### src/rtl/pipo_4bit.sv
// pipo_4bit: parallel-in/parallel-out storage register with load enable.
// A whole word is captured from d_in in one cycle and presented on q_out.
// valid marks that at least one load has completed since the last reset.
//
// Interface timing: there is no handshake. load acts as a plain
// per-cycle enable sampled at the clk rising edge, with no back-pressure.
// Both outputs come straight from flops, so there is no input-to-output
// combinational path.
module pipo_4bit #(
  parameter int unsigned          WIDTH     = 4,
  parameter logic [WIDTH-1:0]     RESET_VAL = {WIDTH{1'b0}}
) (
  input  logic             clk,
  input  logic             reset,
  input  logic             load,
  input  logic [WIDTH-1:0] d_in,
  output logic [WIDTH-1:0] q_out,
  output logic             valid
);

  // Storage word and loaded flag. Reset has priority over load, and all
  // bits are written together whenever load is high.
  always_ff @(posedge clk) begin
    if (reset) begin
      q_out <= RESET_VAL;
      valid <= 1'b0;
    end else if (load) begin
      q_out <= d_in;
      valid <= 1'b1;
    end
  end

endmodule

### config.mk
export PLATFORM = sky130hd
export DESIGN_NAME = pipo_4bit
export DESIGN_NICKNAME = d
export VERILOG_FILES = /design/src/rtl/pipo_4bit.sv
export SDC_FILE = /design/constraint.sdc
export NUM_CORES = 1
export LEC_CHECK = 0
export ABC_AREA = 1
export CORE_AREA = 8 8 45 47
export CTS_CLUSTER_SIZE = 30
export DETAILED_ROUTE_END_ITERATION = 8
export DIE_AREA = 0 0 53 55
export GPL_ROUTABILITY_DRIVEN = 0
export PLACE_DENSITY = 0.42
export SYNTH_ARGS = -nofsm -noshare
export SYNTH_HDL_FRONTEND = slang
export SYNTH_SLANG_ARGS = --single-unit
### constraint.sdc
create_clock -name clk -period 0.8 [get_ports clk]
set_input_delay 0.08 -clock clk [delete_from_list [all_inputs] [get_ports clk]]
set_output_delay 0.08 -clock clk [all_outputs]
set_load 0.01 [all_outputs]
==> impl_metrics.env, run 1 <==
export IMPL_synth_fa_ha_area_share_pct=0
export IMPL_cp_cell_sequence="buf_2"
export IMPL_crit_required_ns=0.72
export IMPL_worst_pin_slew_ns=0.126
export IMPL_synthDistinctLibCells=7
export IMPL_cellPowerDensity_nw_per_um2=1970
export IMPL_grt_remaining_overflow=0
export IMPL_drcViolationCount=0
export IMPL_maxCapViolCount=0
export IMPL_layout_commonest_cell="nor2_1"
export IMPL_antenna_found_initial=0
export IMPL_dp_hpwl_um=402
export IMPL_drtAntennaViolNets=0
export IMPL_hold_worst_slack_ns=0.392
export IMPL_worstSkewPairLatency_ns=0.24
export IMPL_syn_to_final_growth_pct=67.5
export IMPL_rr_worst_depth=2
export IMPL_min_to="valid"
export IMPL_wire_per_inst_um=9.15
export IMPL_cts_tree="done"
export IMPL_nets=52
export IMPL_yosys_area_share_simple_pct=37.3
export IMPL_syn_inst=29
export IMPL_cp_arrival_ns=0.68
export IMPL_cp_start_kind="flop"
export IMPL_fin_crit_ns=0.761
export IMPL_p_leak_nw=0.180
export IMPL_slowest_delay_ns=0.31
export IMPL_grt_pass1_wl_um=890
export IMPL_max_freq_mhz=1310
export IMPL_rows=14
export IMPL_cts_sinks=5
export IMPL_start_util_pct=15.0
export IMPL_grt_pass1_vias=218
export IMPL_layout_drive_gt1_share_pct=40.9
export IMPL_peakVddDrop_mv=0.597
export IMPL_clock_path_buffers=2
export IMPL_maxSlewViolCount=0
export IMPL_crit_path_end_kind="output pin"
export IMPL_io_pins=12
export IMPL_r2r_end="q_out[1]"
export IMPL_cp_max_fo=2
export IMPL_htreeDepth=1
export IMPL_period_share_pct=95.1
export IMPL_die_y_um=55
export IMPL_criticalPathCategory="flop to output pin"
export IMPL_worstHoldPathCells=2
export IMPL_yosysSeqAreaShare_pct=48.2
export IMPL_core_um2=1380
export IMPL_fill_cells=164
export IMPL_synth_compound_area_share_pct=0
export IMPL_reg2reg_from="q_out[1]"
export IMPL_crit_family="flip-flops"
export IMPL_synth_top_family_by_area="simple AND/OR/NAND/NOR gates"
export IMPL_synth_area_mux_share_pct=0
export IMPL_via_per_inst=3.47
export IMPL_hold_violations=0
export IMPL_dieWidth_um=53
export IMPL_drt_iter0_drc=3
export IMPL_antenna_cells=0
export IMPL_num_vias=208
export IMPL_holdCritPathClass="input port to flop"
export IMPL_critical_path_buf_inv_count=1
export IMPL_netlist_area_um2=208
export IMPL_cts_root_buf="clkbuf_4"
export IMPL_setup_viol_count_final=0
export IMPL_clk_pin_slew_ns=0.05
export IMPL_rsz0062_at_grt="no"
export IMPL_hp_start="reset"
export IMPL_syn_nets=36
export IMPL_fin_worst_skew_ns=0
export IMPL_relSlewSlack_pct=91.6
export IMPL_crit_slowest_cell="dfxtp_2"
export IMPL_ys_seq_elements=5
export IMPL_grt_util_all_layers_pct=4.26
export IMPL_synthXorXnorAreaFrac_pct=0
export IMPL_outcome="finished clean"
export IMPL_grt_max_degree=10
export IMPL_final_cell_mix="9 x nor2_1, 6 x clkdlybuf4s50_1, 5 x inv_1, 5 x nand2_1, 5 x dfxtp_2"
export IMPL_firstDrtPassIters=2
export IMPL_power_total_mw=0.686
export IMPL_port_buffers=11
export IMPL_routed_wl_um=549
export IMPL_synth_warnings=0
export IMPL_r2r_slack_ns=0.22
export IMPL_avgSynthCellArea_um2=7.16
export IMPL_dieArea_um2=2920
export IMPL_numCtsBuffers=3
## kinds of logic (layout without fill, tap and decap cells)
logic type | Yosys count | count (layout)
buf+inv | 6 | 21
flops | 5 | 5
simple gates | 18 | 18
## flip-flops by register name, indices dropped and copies added, names as in the netlist
register	flops
q_out	4
valid	1
## final cells by class
class	count	area [um^2]	area share (%)
sequential	5	106	30.6
timing repair buffer	12	98.8	28.4
multi-input combinational	18	77.6	22.3
clock buffer	4	26.3	7.55
tap	16	20.0	5.76
inverter	5	18.8	5.40
## layer usage
layer | wire length (um) | part of all wire, % | up-vias | track usage, %
met4 | 0 | 0 | 0 | 3.88
met1 | 248 | 45 | 89 | 4.55
met5 | 0 | 0 | - | 0
met3 | 93 | 17 | 0 | 3.21
met2 | 207 | 38 | 8 | 5.27
li1 | - | - | 111 | -
## metrics by stage
step | setup slack [ns] | instances | area, um^2 | utilization (%) | setup TNS [ns]
final | 0.0392 | 60 | 348 | 25.1 | 0
after global routing | 0.00339 | 60 | 348 | 25.1 | 0
after CTS | 0.0196 | 60 | 335 | 24.2 | 0
after detailed placement | -0.179 | 56 | 334 | 24.1 | -1.43
after global placement | -0.181 | 56 | 334 | 24.1 | -1.41
after floorplan | 0.202 | 29 | 208 | - | 0
## power breakdown
group	internal [mW]	switching [mW]	total (mW)
Clock	0.189	0.110	0.299
Sequential	0.271	0.00819	0.279
Combinational	0.0595	0.0485	0.108
## Yosys cell counts (all sizes together)
library cell  number  area (um^2)
buf                1         11.3
dfxtp              5          100
inv                5         18.8
nand2              8         37.5
nor2              10         40.0
## how the worst max path moves through the flow
stage	to	cells after the start	from	slack, ns
6_report	valid	1	valid	0.04
5_1_grt	q_out[1]	1	q_out[1]	0.003
4_1_cts	valid	1	valid	0.02
3_5_place_dp	q_out[1]	5	load	-0.18
3_3_place_gp	q_out[1]	5	load	-0.18
2_1_floorplan	q_out[1]	2	q_out[1]	0.20
## repair_timing
item	4_1_cts	5_1_grt
setup endpoints to repair	5	5
setup buffers	0	0
gates resized for setup	20	6
hold buffers	0	0
(Power assumes the default switching activity.)
==> inputs of run 2 (changes only) <==
--- a/config.mk
+++ b/config.mk
@@ -6,11 +6,13 @@
 export NUM_CORES = 1
 export LEC_CHECK = 0
 export ABC_AREA = 1
+export ABC_CLOCK_PERIOD_IN_PS = 800
 export CORE_AREA = 8 8 45 47
 export CTS_CLUSTER_SIZE = 30
 export DETAILED_ROUTE_END_ITERATION = 8
 export DIE_AREA = 0 0 53 55
 export GPL_ROUTABILITY_DRIVEN = 0
+export MAX_ROUTING_LAYER = met4
 export PLACE_DENSITY = 0.42
 export SYNTH_ARGS = -nofsm -noshare
 export SYNTH_HDL_FRONTEND = slang
==> run 2 against run 1 <==
Compared with the run above:
- non-clock buffer count unchanged
- final area unchanged
- sequential power about the same
- highest routed layer unchanged
==> impl_metrics.env, run 2 (synthesis results as in run 1) <==
export IMPL_fin_area_um2=348
export IMPL_setup_viol_count_final=0
export IMPL_wire_per_inst_um=9.30
export IMPL_numCtsBuffers=3
export IMPL_dp_slack_ns=-0.179
export IMPL_critical_path_buf_inv_count=1
export IMPL_num_vias=207
export IMPL_placed_area_um2=334
export IMPL_period_share_pct=95.3
export IMPL_firstDrtPassIters=4
export IMPL_final_setup_worst_slack_ns=0.0375
export IMPL_outcome="finished clean"
export IMPL_io_pins=12
export IMPL_antenna_found_initial=0
export IMPL_slowest_delay_ns=0.31
export IMPL_clk_pin_slew_ns=0.05
export IMPL_cp_cell_sequence="buf_2"
export IMPL_port_buffers=11
export IMPL_grt_util_all_layers_pct=4.39
export IMPL_start_util_pct=15.0
export IMPL_grt_max_degree=10
export IMPL_cp_max_fo=2
export IMPL_dp_hpwl_um=402
export IMPL_layout_commonest_cell="nor2_1"
export IMPL_crit_required_ns=0.72
export IMPL_finalSetupTns_ns=0
export IMPL_antenna_cells=0
export IMPL_die_y_um=55
export IMPL_routed_wl_um=558
export IMPL_dieWidth_um=53
export IMPL_worstSkewPairLatency_ns=0.24
export IMPL_fin_util_pct=25.1
export IMPL_dieArea_um2=2920
export IMPL_grt_util_met2_pct=5.27
export IMPL_cellPowerDensity_nw_per_um2=1990
export IMPL_met1_usage_pct=5.01
export IMPL_crit_family="flip-flops"
export IMPL_grt_remaining_overflow=0
export IMPL_final_cell_mix="9 x nor2_1, 6 x clkdlybuf4s50_1, 5 x inv_1, 5 x nand2_1, 5 x dfxtp_2"
export IMPL_criticalPathCategory="flop to output pin"
export IMPL_cts_tree="done"
export IMPL_reg_top3="q_out (4), valid (1)"
export IMPL_use_met3_pct=2.41
export IMPL_cp_arrival_ns=0.68
export IMPL_p_leak_nw=0.180
export IMPL_nets=52
export IMPL_power_total_mw=0.691
export IMPL_htreeDepth=1
export IMPL_via_per_inst=3.45
export IMPL_relSlewSlack_pct=91.8
export IMPL_cp_start_kind="flop"
export IMPL_placedCellCount=56
export IMPL_instances_no_fill=60
export IMPL_busiest_layer="met2"
export IMPL_fin_crit_ns=0.762
export IMPL_core_um2=1380
export IMPL_largest_reg_flops=4
export IMPL_max_freq_mhz=1310
export IMPL_hold_worst_slack_ns=0.392
export IMPL_cts_hold_buf=0
export IMPL_crit_slowest_cell="dfxtp_2"
export IMPL_syn_to_final_growth_pct=67.5
export IMPL_regMostFlops="q_out"
export IMPL_holdCritPathClass="input port to flop"
export IMPL_grt_pass1_vias=217
export IMPL_cts_root_buf="clkbuf_4"
export IMPL_peakVddDrop_mv=0.598
export IMPL_cts_sinks=5
export IMPL_hold_violations=0
export IMPL_rsz0062_at_grt="no"
export IMPL_drtAntennaViolNets=0
export IMPL_rows=14
export IMPL_grt_pass1_wl_um=890
export IMPL_maxCapViolCount=0
export IMPL_clock_path_buffers=2
export IMPL_worst_pin_slew_ns=0.122
export IMPL_drt_iter0_drc=3
export IMPL_crit_path_end_kind="output pin"
export IMPL_postCtsSetupBuffers=0
export IMPL_drcViolationCount=0
export IMPL_fin_worst_skew_ns=0
export IMPL_maxSlewViolCount=0
export IMPL_layout_drive_gt1_share_pct=40.9
## run 2: per-layer routing
layer / vias up / part of all wire (%)
met5: - / 0
met4: 0 / 0
met3: 0 / 13
met2: 8 / 37
met1: 88 / 49
li1: 111 / -
## run 2: layout make-up
type | count | area, um^2
fill | 164 | 1040
inverter | 5 | 18.8
timing repair buffer | 12 | 98.8
clock buffer | 4 | 26.3
tap | 16 | 20.0
sequential | 5 | 106
multi-input combinational | 18 | 77.6
## run 2: worst paths after layout
path / startpoint / endpoint / cells after the start / slack (ns)
max reg2reg: q_out[1] / q_out[1] / 2 / 0.22
min: reset / valid / 2 / 0.39
max: q_out[1] / q_out[1] / 1 / 0.04
min reg2reg: valid / valid / 2 / 0.45
## run 2: where the power goes
part / total (mW) / internal, mW / switching [mW] / leakage, nW
Clock: 0.303 / 0.189 / 0.114 / 0.0150
Sequential: 0.279 / 0.271 / 0.00830 / 0.0430
Combinational: 0.108 / 0.0595 / 0.0487 / 0.122
Total: 0.691 / 0.520 / 0.171 / 0.180
## run 2: repair_timing
action,in CTS,in global routing
hold endpoints to repair,0,0
setup endpoints to repair,5,5
gates resized for setup,20,6
==> inputs of run 3 (changes only) <==
--- a/config.mk
+++ b/config.mk
@@ -12,6 +12,7 @@
 export DETAILED_ROUTE_END_ITERATION = 8
 export DIE_AREA = 0 0 53 55
 export GPL_ROUTABILITY_DRIVEN = 0
+export GPL_TIMING_DRIVEN = 0
 export MAX_ROUTING_LAYER = met4
 export PLACE_DENSITY = 0.42
 export SYNTH_ARGS = -nofsm -noshare
==> run 3 against run 2 <==
Compared with the run above:
- first-iteration DRC count did not move
- routed wire length fell by 6.3%
- sequential power barely moved
- highest routed layer is now met4
==> impl_metrics.env, run 3 (synthesis results as in run 1) <==
export IMPL_routed_wl_um=523
export IMPL_r2r_end="q_out[1]"
export IMPL_grt_pass1_wl_um=862
export IMPL_antenna_cells=0
export IMPL_grt_max_degree=10
export IMPL_startpoint="q_out[0]"
export IMPL_rsz0062_at_grt="no"
export IMPL_power_total_mw=0.688
export IMPL_worstSkewPairLatency_ns=0.24
export IMPL_fin_crit_ns=0.761
export IMPL_cp_max_fo=2
export IMPL_fin_worst_skew_ns=0
export IMPL_nets=51
export IMPL_relSlewSlack_pct=91.6
export IMPL_reg2reg_from="q_out[1]"
export IMPL_worstHoldPathCells=3
export IMPL_core_um2=1380
export IMPL_worst_path_stages=1
export IMPL_cp_endpoint="q_out[0]"
export IMPL_r2r_slack_ns=0.20
export IMPL_postCtsSetupBuffers=0
export IMPL_fin_util_pct=25.6
export IMPL_grt_util_all_layers_pct=4.50
export IMPL_layout_commonest_cell="nor2_1"
export IMPL_period_share_pct=95.1
export IMPL_cts_tree="done"
export IMPL_reg_top3="q_out (4), valid (1)"
export IMPL_holdCritPathClass="input port to flop"
export IMPL_dp_hpwl_um=382
export IMPL_wire_per_inst_um=8.86
export IMPL_clock_path_buffers=2
export IMPL_cp_start_kind="flop"
export IMPL_rr_worst_depth=2
export IMPL_finalSetupTns_ns=0
export IMPL_drtAntennaViolNets=0
export IMPL_drcViolationCount=0
export IMPL_peakVddDrop_mv=0.556
export IMPL_criticalPathCategory="flop to output pin"
export IMPL_cp_cell_sequence="buf_2"
export IMPL_dieWidth_um=53
export IMPL_hold_violations=0
export IMPL_crit_required_ns=0.72
export IMPL_firstDrtPassIters=3
export IMPL_io_pins=12
export IMPL_p_leak_nw=0.180
export IMPL_final_cell_mix="9 x nor2_1, 5 x inv_1, 5 x nand2_1, 5 x clkdlybuf4s50_1, 5 x dfxtp_2"
export IMPL_outcome="finished clean"
export IMPL_port_buffers=10
export IMPL_via_per_inst=3.46
export IMPL_slowest_delay_ns=0.31
export IMPL_crit_family="flip-flops"
export IMPL_antenna_found_initial=0
export IMPL_largest_reg_flops=4
export IMPL_cts_root_buf="clkbuf_4"
export IMPL_crit_path_end_kind="output pin"
export IMPL_cp_arrival_ns=0.68
export IMPL_clk_pin_slew_ns=0.05
export IMPL_start_util_pct=15.0
export IMPL_maxSlewViolCount=0
export IMPL_fill_cells=160
export IMPL_grt_remaining_overflow=0
export IMPL_cts_sinks=5
export IMPL_instances_no_fill=59
export IMPL_maxCapViolCount=0
export IMPL_worst_pin_slew_ns=0.125
export IMPL_regMostFlops="q_out"
export IMPL_cellPowerDensity_nw_per_um2=1940
export IMPL_die_y_um=55
export IMPL_max_freq_mhz=1310
export IMPL_num_vias=204
export IMPL_crit_slowest_cell="dfxtp_2"
export IMPL_dieArea_um2=2920
export IMPL_numCtsBuffers=3
export IMPL_placedCellCount=55
export IMPL_rows=14
export IMPL_drt_iter0_drc=3
export IMPL_critical_path_buf_inv_count=1
export IMPL_grt_pass1_vias=183
export IMPL_syn_to_final_growth_pct=70.5
export IMPL_setup_viol_count_final=0
export IMPL_htreeDepth=1
export IMPL_layout_drive_gt1_share_pct=41.9
-- run 3: changes by cell type in the layout (fill, tap and decap cells not counted), sizes merged --
cell and change:
clkdlybuf4s50 -1
-- run 3: where the power goes --
group / switching, mW / leakage, nW / total [mW] / internal, mW
registers: 0.00999 / 0.0430 / 0.281 / 0.271
clock network: 0.106 / 0.0150 / 0.295 / 0.189
logic: 0.0469 / 0.122 / 0.112 / 0.0646
-- run 3: metrics by stage --
stage,worst slack [ns],area [um^2],hold WS [ns]
2_1_floorplan,0.202,208,0.152
3_3_place_gp,-0.134,328,0.355
3_5_place_dp,-0.135,328,0.361
4_1_cts,0.00814,329,0.109
5_1_grt,0.00162,354,0.112
6_report,0.0393,354,0.109
-- run 3: worst min-delay path by stage --
stage	from	to	slack, ns
3_3_place_gp	load	valid	0.35
2_1_floorplan	reset	valid	0.15
5_1_grt	load	valid	0.11
6_report	load	valid	0.11
3_5_place_dp	load	valid	0.36
4_1_cts	load	valid	0.11
-- run 3: layout make-up --
class | instances | area, um^2 | share of cell area (%)
multi-input combinational | 18 | 77.6 | 21.9
inverter | 5 | 18.8 | 5.30
clock buffer | 4 | 26.3 | 7.42
timing repair buffer | 10 | 93.8 | 26.5
buffer | 1 | 11.3 | 3.18
tap | 16 | 20.0 | 5.65
sequential | 5 | 106 | 30.0
-- run 3: metal layers --
metal  track usage, %  share of wire [%]  up-vias
met2             4.30                 38        8
met3             3.74                 11        2
met5                -                  0        -
li1                 -                  -      109
met1             4.86                 50       85
met4             5.17                1.1        0
-- run 3: timing repair --
| item | CTS | global route |
|---|---|---|
| setup endpoints to repair | 5 | 5 |
| gates resized for setup | 20 | 8 |
| hold buffers | 0 | 0 |
